File: src/rtl/csa_serial_wide_adder.sv
// rtl/csa_serial_wide_adder.sv - chunk-serial WIDTH-bit adder built around one 8-bit carry-skip adder
//
// jcarryskipadder: combinational 8-bit carry-skip adder (two 4-bit ripple
//   blocks, each with a skip path taken when the whole block propagates).
//   a, b   : 8-bit operands
//   cin    : carry in
//   s      : 8-bit sum
//   cout   : carry out
//
// csa_serial_wide_adder: accepts one WIDTH-bit operand pair over in_valid/in_ready,
//   adds it one 8-bit chunk per cycle (LSB chunk first) through a single
//   jcarryskipadder, and presents the sum over out_valid/out_ready.
//   clk        : clock, all state on rising edge
//   rst        : synchronous active-high reset
//   in_valid   : operand pair valid
//   in_ready   : stage can accept operands (IDLE only, low during reset)
//   A, B       : WIDTH-bit operands
//   carryin    : carry into bit 0
//   out_valid  : result valid (DONE only)
//   out_ready  : downstream accepts result
//   Y          : sum, (A+B+carryin) mod 2^WIDTH
//   carryout   : bit WIDTH of A+B+carryin
//   overflow   : two's-complement overflow of the sum

module jcarryskipadder (
  input  logic [7:0] a,
  input  logic [7:0] b,
  input  logic       cin,
  output logic [7:0] s,
  output logic       cout
);

  logic [4:0] w_c_lo;
  logic [4:0] w_c_hi;
  logic [7:0] w_p;
  logic       w_blk0_cout;

  always_comb begin
    s           = '0;
    w_c_lo      = '0;
    w_c_hi      = '0;
    w_p         = a ^ b;
    w_blk0_cout = 1'b0;
    cout        = 1'b0;

    w_c_lo[0] = cin;
    for (int i = 0; i < 4; i++) begin
      s[i]        = w_p[i] ^ w_c_lo[i];
      w_c_lo[i+1] = (a[i] & b[i]) | (w_p[i] & w_c_lo[i]);
    end
    // Block fully propagating: carry-in bypasses the ripple chain.
    w_blk0_cout = (&w_p[3:0]) ? cin : w_c_lo[4];

    w_c_hi[0] = w_blk0_cout;
    for (int i = 0; i < 4; i++) begin
      s[i+4]      = w_p[i+4] ^ w_c_hi[i];
      w_c_hi[i+1] = (a[i+4] & b[i+4]) | (w_p[i+4] & w_c_hi[i]);
    end
    cout = (&w_p[7:4]) ? w_blk0_cout : w_c_hi[4];
  end

endmodule

module csa_serial_wide_adder #(
  parameter int WIDTH = 32
) (
  input  logic             clk,
  input  logic             rst,
  input  logic             in_valid,
  output logic             in_ready,
  input  logic [WIDTH-1:0] A,
  input  logic [WIDTH-1:0] B,
  input  logic             carryin,
  output logic             out_valid,
  input  logic             out_ready,
  output logic [WIDTH-1:0] Y,
  output logic             carryout,
  output logic             overflow
);

  localparam int NCHUNK = WIDTH / 8;
  localparam int IDXW   = $clog2(NCHUNK) + 1;

  typedef enum logic [1:0] {
    S_IDLE = 2'd0,
    S_BUSY = 2'd1,
    S_DONE = 2'd2
  } state_t;

  state_t           r_state;
  logic [IDXW-1:0]  r_idx;
  logic [WIDTH-1:0] r_op_a;
  logic [WIDTH-1:0] r_op_b;
  logic             r_cbit;

  logic [7:0]       w_a_chunk;
  logic [7:0]       w_b_chunk;
  logic [7:0]       w_sum;
  logic             w_cout;

  // Current chunk is selected by shifting the held operands down by 8*idx.
  assign w_a_chunk = 8'(r_op_a >> {r_idx, 3'b000});
  assign w_b_chunk = 8'(r_op_b >> {r_idx, 3'b000});

  jcarryskipadder u_adder (
    .a    (w_a_chunk),
    .b    (w_b_chunk),
    .cin  (r_cbit),
    .s    (w_sum),
    .cout (w_cout)
  );

  assign in_ready  = (r_state == S_IDLE) && !rst;
  assign out_valid = (r_state == S_DONE);

  always_ff @(posedge clk) begin
    if (rst) begin
      r_state  <= S_IDLE;
      r_idx    <= '0;
      Y        <= '0;
      carryout <= 1'b0;
      overflow <= 1'b0;
    end else begin
      case (r_state)
        S_IDLE: begin
          if (in_valid) begin
            r_op_a  <= A;
            r_op_b  <= B;
            r_cbit  <= carryin;
            r_idx   <= '0;
            r_state <= S_BUSY;
          end
        end
        S_BUSY: begin
          for (int k = 0; k < NCHUNK; k++) begin
            if (r_idx == IDXW'(k)) begin
              Y[8*k +: 8] <= w_sum;
            end
          end
          r_cbit <= w_cout;
          if (r_idx == IDXW'(NCHUNK - 1)) begin
            carryout <= w_cout;
            // Carry into the MSB is a^b^s there; overflow is it XOR carry-out.
            overflow <= r_op_a[WIDTH-1] ^ r_op_b[WIDTH-1] ^ w_sum[7] ^ w_cout;
            r_idx    <= '0;
            r_state  <= S_DONE;
          end else begin
            r_idx <= r_idx + 1'b1;
          end
        end
        S_DONE: begin
          if (out_ready) begin
            r_state <= S_IDLE;
          end
        end
        default: r_state <= S_IDLE;
      endcase
    end
  end

endmodule

File: config.mk
export PLATFORM = sky130hd
export DESIGN_NAME = csa_serial_wide_adder
export DESIGN_NICKNAME = d
export VERILOG_FILES = /design/src/rtl/csa_serial_wide_adder.sv
export SDC_FILE = /design/constraint.sdc
export NUM_CORES = 1
export LEC_CHECK = 0
export ABC_AREA = 1
export BUFFER_PORTS_ARGS = -buffer_cell sky130_fd_sc_hd__buf_2
export CAP_MARGIN = 10
export CORE_MARGIN = 4
export CORE_UTILIZATION = 55
export CTS_BUF_LIST = sky130_fd_sc_hd__clkbuf_8
export DETAILED_ROUTE_END_ITERATION = 8
export PLACE_DENSITY = 0.91
export REMOVE_ABC_BUFFERS = 1
export SLEW_MARGIN = 20
export SYNTH_ARGS = -nofsm -noshare
export SYNTH_HDL_FRONTEND = slang
export SYNTH_SLANG_ARGS = --single-unit
File: constraint.sdc
create_clock -name clk -period 12.5 [get_ports clk]
set_input_delay 0.625 -clock clk [delete_from_list [all_inputs] [get_ports clk]]
set_output_delay 0.625 -clock clk [all_outputs]
set_load 0.03 [all_outputs]
# After elaboration in Yosys (flattened, before gate mapping)
# Index checks and enable logic that the tools add are counted.
# word_totals
register_bits	104
in_bits	69
out_inout_bits	36
elab_cells	85
# classes
n_addsub	1
eq_ne	8
shift	2
mux	11
bitwise	37
reduce_logical	15
# ops
operator	count
$shr 32x6->8	2
$and 1x1->1	16
$xor 1x1->1	11
$reduce_and 2->1	5
$reduce_and 3->1	3
$or 1x1->1	8
$reduce_and 4->1	2
$xor 8x8->8	1
$eq 3x2->1 const B	2
$mux 2	3
$mux 3	2
$pmux 2 s3	1
$pmux 3 s2	1
$ne 2x2->1 const B	2
$add 3x1->3 const B	1
$eq 3x1->1 const B	1
$logic_not 3->1	1
$mux 1	3
$eq 2x1->1 const B	1
$eq 2x2->1 const B	1
$logic_not 2->1	1
$ne 2x1->1 const B	1
$pmux 1 s2	1
$reduce_bool 2->1	1
3 further kinds	3

# Longest topological paths before layout
# logic_depth
ltp_word	21
depth_mapped	24
ltp_nobuf	22

# Modules after synthesis
# Synthesis repeated with hierarchy kept, for this count alone.
# hier_totals
cells_unflattened	438
area_unflattened_um2	4443.0
# modules_own_cells
mod	instances	cells_per_inst	area_per_inst_um2	seq_area_each_um2
csa_serial_wide_adder	1	401	4093.9	2732.6
jcarryskipadder	1	37	349.1	0.0

# Least setup slack after synthesis
# OpenSTA, ideal clock, no wires.
# synth_path
path_kind	input to register
startpoint	input port rst
endpoint	register r_op_a[0] (enable)
t_arrival_ns	5.342
setup_slack_ns	6.594
stages	3
path_buffers	2
path_cell_list	buf_2 -> buf_2 -> nor3_1
# synth_via
elab_chain_cells	2
# synth_rtl
element	line_no	source
from (decl)	68	input logic rst,
$not 1->1 (no line)	n/a	
$reduce_and 3->1 (no line)	n/a	
to (signal assigned)	127	r_op_a <= A;
to (decl)	92	logic [WIDTH-1:0] r_op_a;
# Every way passes these cells.
# A chain may end at the register's enable or synchronous reset.

# Worst setup path after layout
# layout_path
startpoint	register r_idx[1]
endpoint	register overflow
# layout_via
elab_chain_cells	21
elab_cells_between_ends	36
classes_between	1 x eq/ne; 2 x shift; 2 x mux; 28 x bitwise; 3 x reduce/logical
# layout_rtl
element	line_no	source
from (decl)	91	logic [IDXW-1:0] r_idx;
from (signal assigned)	148	r_idx <= r_idx + 1'b1;
$shr 32x6->8 (on tied branches)	102, 103	
$xor 8x8->8	42	w_p = a ^ b;
$and 1x1->1	49	w_c_lo[i+1] = (a[i] & b[i]) | (w_p[i] & w_c_lo[i]);
$or 1x1->1	49	
$and 1x1->1	49	
$or 1x1->1	49	
$and 1x1->1	49	
$or 1x1->1	49	
(+5 left out)	n/a	
$and 1x1->1	57	w_c_hi[i+1] = (a[i+4] & b[i+4]) | (w_p[i+4] & w_c_hi[i]);
$or 1x1->1	57	
$and 1x1->1	57	
$or 1x1->1	57	
$and 1x1->1	57	
$or 1x1->1	57	
$mux 1	59	cout = (&w_p[7:4]) ? w_blk0_cout : w_c_hi[4];
$xor 1x1->1	144	overflow <= r_op_a[WIDTH-1] ^ r_op_b[WIDTH-1] ^ w_sum[7] ^ w_cout;
to (signal assigned)	144	
to (decl)	78	output logic overflow
# Several ways; a longest one is shown, not always the timed one.

==> run metrics <==
number of violations of the max-capacitance limit 0; final hold viol count 0; Synth area leaders sky130_fd_sc_hd__edfxtp_1, sky130_fd_sc_hd__dfxtp_1, sky130_fd_sc_hd__nor2_1; register bit count reported by yosys 104; number of warnings issued by yosys 0; worst setup slack after layout 6640 ps; detailed-route wire length 9.55 mm; DP Wirelength 6.84 mm; TritonCTS Buffers 9; Fin Setup TNS 0 ps; Nets 602; Final Wtd Congestion 0.777; wire length of the first global-routing pass 15.6 mm; count of flip-flops with a built-in enable after synthesis 65; share of synthesized area occupied by flip-flops and latches 57.6%; Die Outline Area 0.0102 mm²; num ports 105; depth of the worst register-to-register path 21; pre-CTS setup slack 6690 ps; worst max-slew margin expressed relative to the limit 38.6%; Residual DRC 0; netlist area before placement 0.00475 mm²; critical path launch point r_idx[1]; WP data arrival 6140 ps; Clock Tree Root sky130_fd_sc_hd__clkbuf_8; number of clock sinks 104; die height 101 µm; startpoint of the lowest-slack register-to-register path r_idx[1]; Post-CTS Resized 0; TritonCTS clock tree built; number of global-route vias before repair 3301; slew at the pin closest to its max-slew limit 920 ps; critical path capture point type flip-flop; CTS clock-pin slew for the worst setup and hold paths 100 ps; area share of the leading cell type in the synthesized netlist 41.1%; setup repair after global routing missed its margin false; minimum period implied by the final worst setup slack 5860 ps; Antenna Diode Count 0; starting density of the core 57.2%; post-layout power 0.730 mW; detail-routed net length per standard cell 15.3 µm; violation count after the first detailed-route iteration 129; asr flop ratio synth 0%; Initial DRT Pass Iterations 4; maximum clock frequency 0.171 GHz; routed via count 3266; GRT Overall Usage 19.5%; Congestion Overflow GR 0; Clk Latency, worst-skew pair 380 ps; Port Buffer Count 104; mean number of vias per cell 5.24; number of unique standard cell types used by synthesis 33; Hold Buf Count CTS 0; Mapped Avg Cell Area 11.4 µm²; cell area power density 135 mW/mm²; row cnt 33; Max rail drop VDD 78.1 µV; min-delay worst type input port to flip-flop; Syn-to-layout area delta 14.3%; standard cell core area 0.00830 mm²; Fin Clk Skew 7.38 ps; cell leakage power 2.19 nW; count of antenna-violating nets left after detailed routing 0; fin. max-slew vios 0; share of post-route cells with drive strength above 1 37.1%; largest area contributor in the synthesized netlist sky130_fd_sc_hd__edfxtp_1; predominant post-synthesis flop cell sky130_fd_sc_hd__edfxtp_1; Finished Core Util 65.4%; ratio of final minimum period to clock period 46.9%; required arrival time at the worst endpoint 12780 ps; start point of the worst hold path A[18]; post-synthesis instance total 416; result of the run finished clean; category of the worst setup path launch point flip-flop; CTS H-Tree Depth 3; CP Max Fanout 22; Post CTS Setup Buffer Count 0; cell depth of the worst min-delay path 1; antenna violations before repair 0; maximum count of clock buffers along a single path 2; Setup CP Type flip-flop to flip-flop; number of setup violations in the final report 0; horizontal die dimension 101 µm; maximum number of pins on one net before global-route repair 65
## critical path, stage by stage (launching register included)
cell,delay (ps)
sky130_fd_sc_hd__dfxtp_1,840
sky130_fd_sc_hd__inv_1,500
sky130_fd_sc_hd__nor2_1,210
sky130_fd_sc_hd__o21ai_0,100
sky130_fd_sc_hd__a21oi_1,260
sky130_fd_sc_hd__fa_1,230
sky130_fd_sc_hd__inv_1,50
sky130_fd_sc_hd__fa_1,380
sky130_fd_sc_hd__fa_1,370
sky130_fd_sc_hd__inv_1,80
sky130_fd_sc_hd__fa_1,150
sky130_fd_sc_hd__o21bai_1,120
sky130_fd_sc_hd__nand2_1,100
sky130_fd_sc_hd__fa_1,400
sky130_fd_sc_hd__fa_1,390
sky130_fd_sc_hd__fa_1,410
sky130_fd_sc_hd__fa_1,690
sky130_fd_sc_hd__nand3_1,150
sky130_fd_sc_hd__a21oi_1,170
sky130_fd_sc_hd__nand2_1,80
sky130_fd_sc_hd__nand2_1,60
sky130_fd_sc_hd__nor2_1,40
## metal layers
layer / vias to the layer above / wire length (µm) / global-route usage (%)
met5: - / 0 / 0
met4: 0 / 205 / 7.98
met3: 18 / 582 / 3.53
met2: 113 / 4640 / 32.6
met1: 1540 / 4120 / 25.1
li1: 1595 / - / -
## registers in the layout (all words and copies together), names as in the netlist
| register | flops |
|---|---|
| overflow | 1 |
| r_cbit | 1 |
| r_idx | 3 |
| r_state | 2 |
| Y | 32 |
| r_op_b | 32 |
| carryout | 1 |
| r_op_a | 32 |
## cells by family (layout without fill, tap and decap cells)
kind of cell / count (synthesis) / in the layout / synth area share, %
AO/OA/AOI/OAI: 86 / 86 / 14.2
adder cells (fa/ha/maj): 20 / 20 / 6.54
buffers and inverters: 53 / 155 / 7.01
flip-flops: 104 / 104 / 57.6
AND/OR/NAND/NOR: 153 / 153 / 14.6
## final timing paths
| check | end | slack (ps) |
|---|---|---|
| min | r_op_a[18] | 420 |
| max reg2reg | overflow | 6640 |
| max | overflow | 6640 |
| min reg2reg | Y[3] | 480 |
## area by class of cell
type | count | area, µm²
repair buffers | 107 | 543
inverters | 32 | 155
fillers | 636 | 2870
clock inverters | 7 | 55.1
multi-input cells | 259 | 1690
clock buffers | 9 | 124
well taps | 105 | 131
flip-flops and latches | 104 | 2730
## cells in the mapped netlist, types with 10 or more instances
cell / count
sky130_fd_sc_hd__nor2_1: 95
sky130_fd_sc_hd__a21oi_1: 13
sky130_fd_sc_hd__dfxtp_1: 39
sky130_fd_sc_hd__ha_1: 12
sky130_fd_sc_hd__a211oi_2: 24
sky130_fd_sc_hd__inv_1: 24
sky130_fd_sc_hd__nand2_1: 30
sky130_fd_sc_hd__edfxtp_1: 65
sky130_fd_sc_hd__o21ai_0: 10
sky130_fd_sc_hd__a21oi_2: 15
sky130_fd_sc_hd__o21ai_1: 20
## cells in the final DEF (no fill, tap or decap), drive strengths merged
| master | instances |
|---|---|
| a211oi | 24 |
| a21oi | 28 |
| a31oi | 1 |
| buf | 107 |
| clkbuf | 9 |
| clkinv | 8 |
| clkinvlp | 1 |
| dfxtp | 39 |
| edfxtp | 65 |
| fa | 8 |
| ha | 12 |
| inv | 30 |
| nand2 | 38 |
| nand3 | 6 |
| nor2 | 105 |
| nor3 | 3 |
| o211ai | 2 |
| o21ai | 30 |
| o21bai | 1 |
| or2 | 1 |
## report_power, final
group | total [mW] | switching [mW] | internal [mW]
Sequential | 0.389 | 0.00753 | 0.381
Clock | 0.194 | 0.119 | 0.0745
Combinational | 0.147 | 0.0975 | 0.0500
## metrics by stage
| step | hold WS [ps] | instance area (µm²) | instances |
|---|---|---|---|
| final | 417 | 5430 | 623 |
| after global routing | 401 | 5430 | 623 |
| after CTS | 414 | 5430 | 623 |
| after detailed placement | 472 | 5250 | 607 |
| after global placement | 469 | 5250 | 607 |
| after floorplan | 547 | 4570 | 395 |
Power figures use the tool's default switching activity.
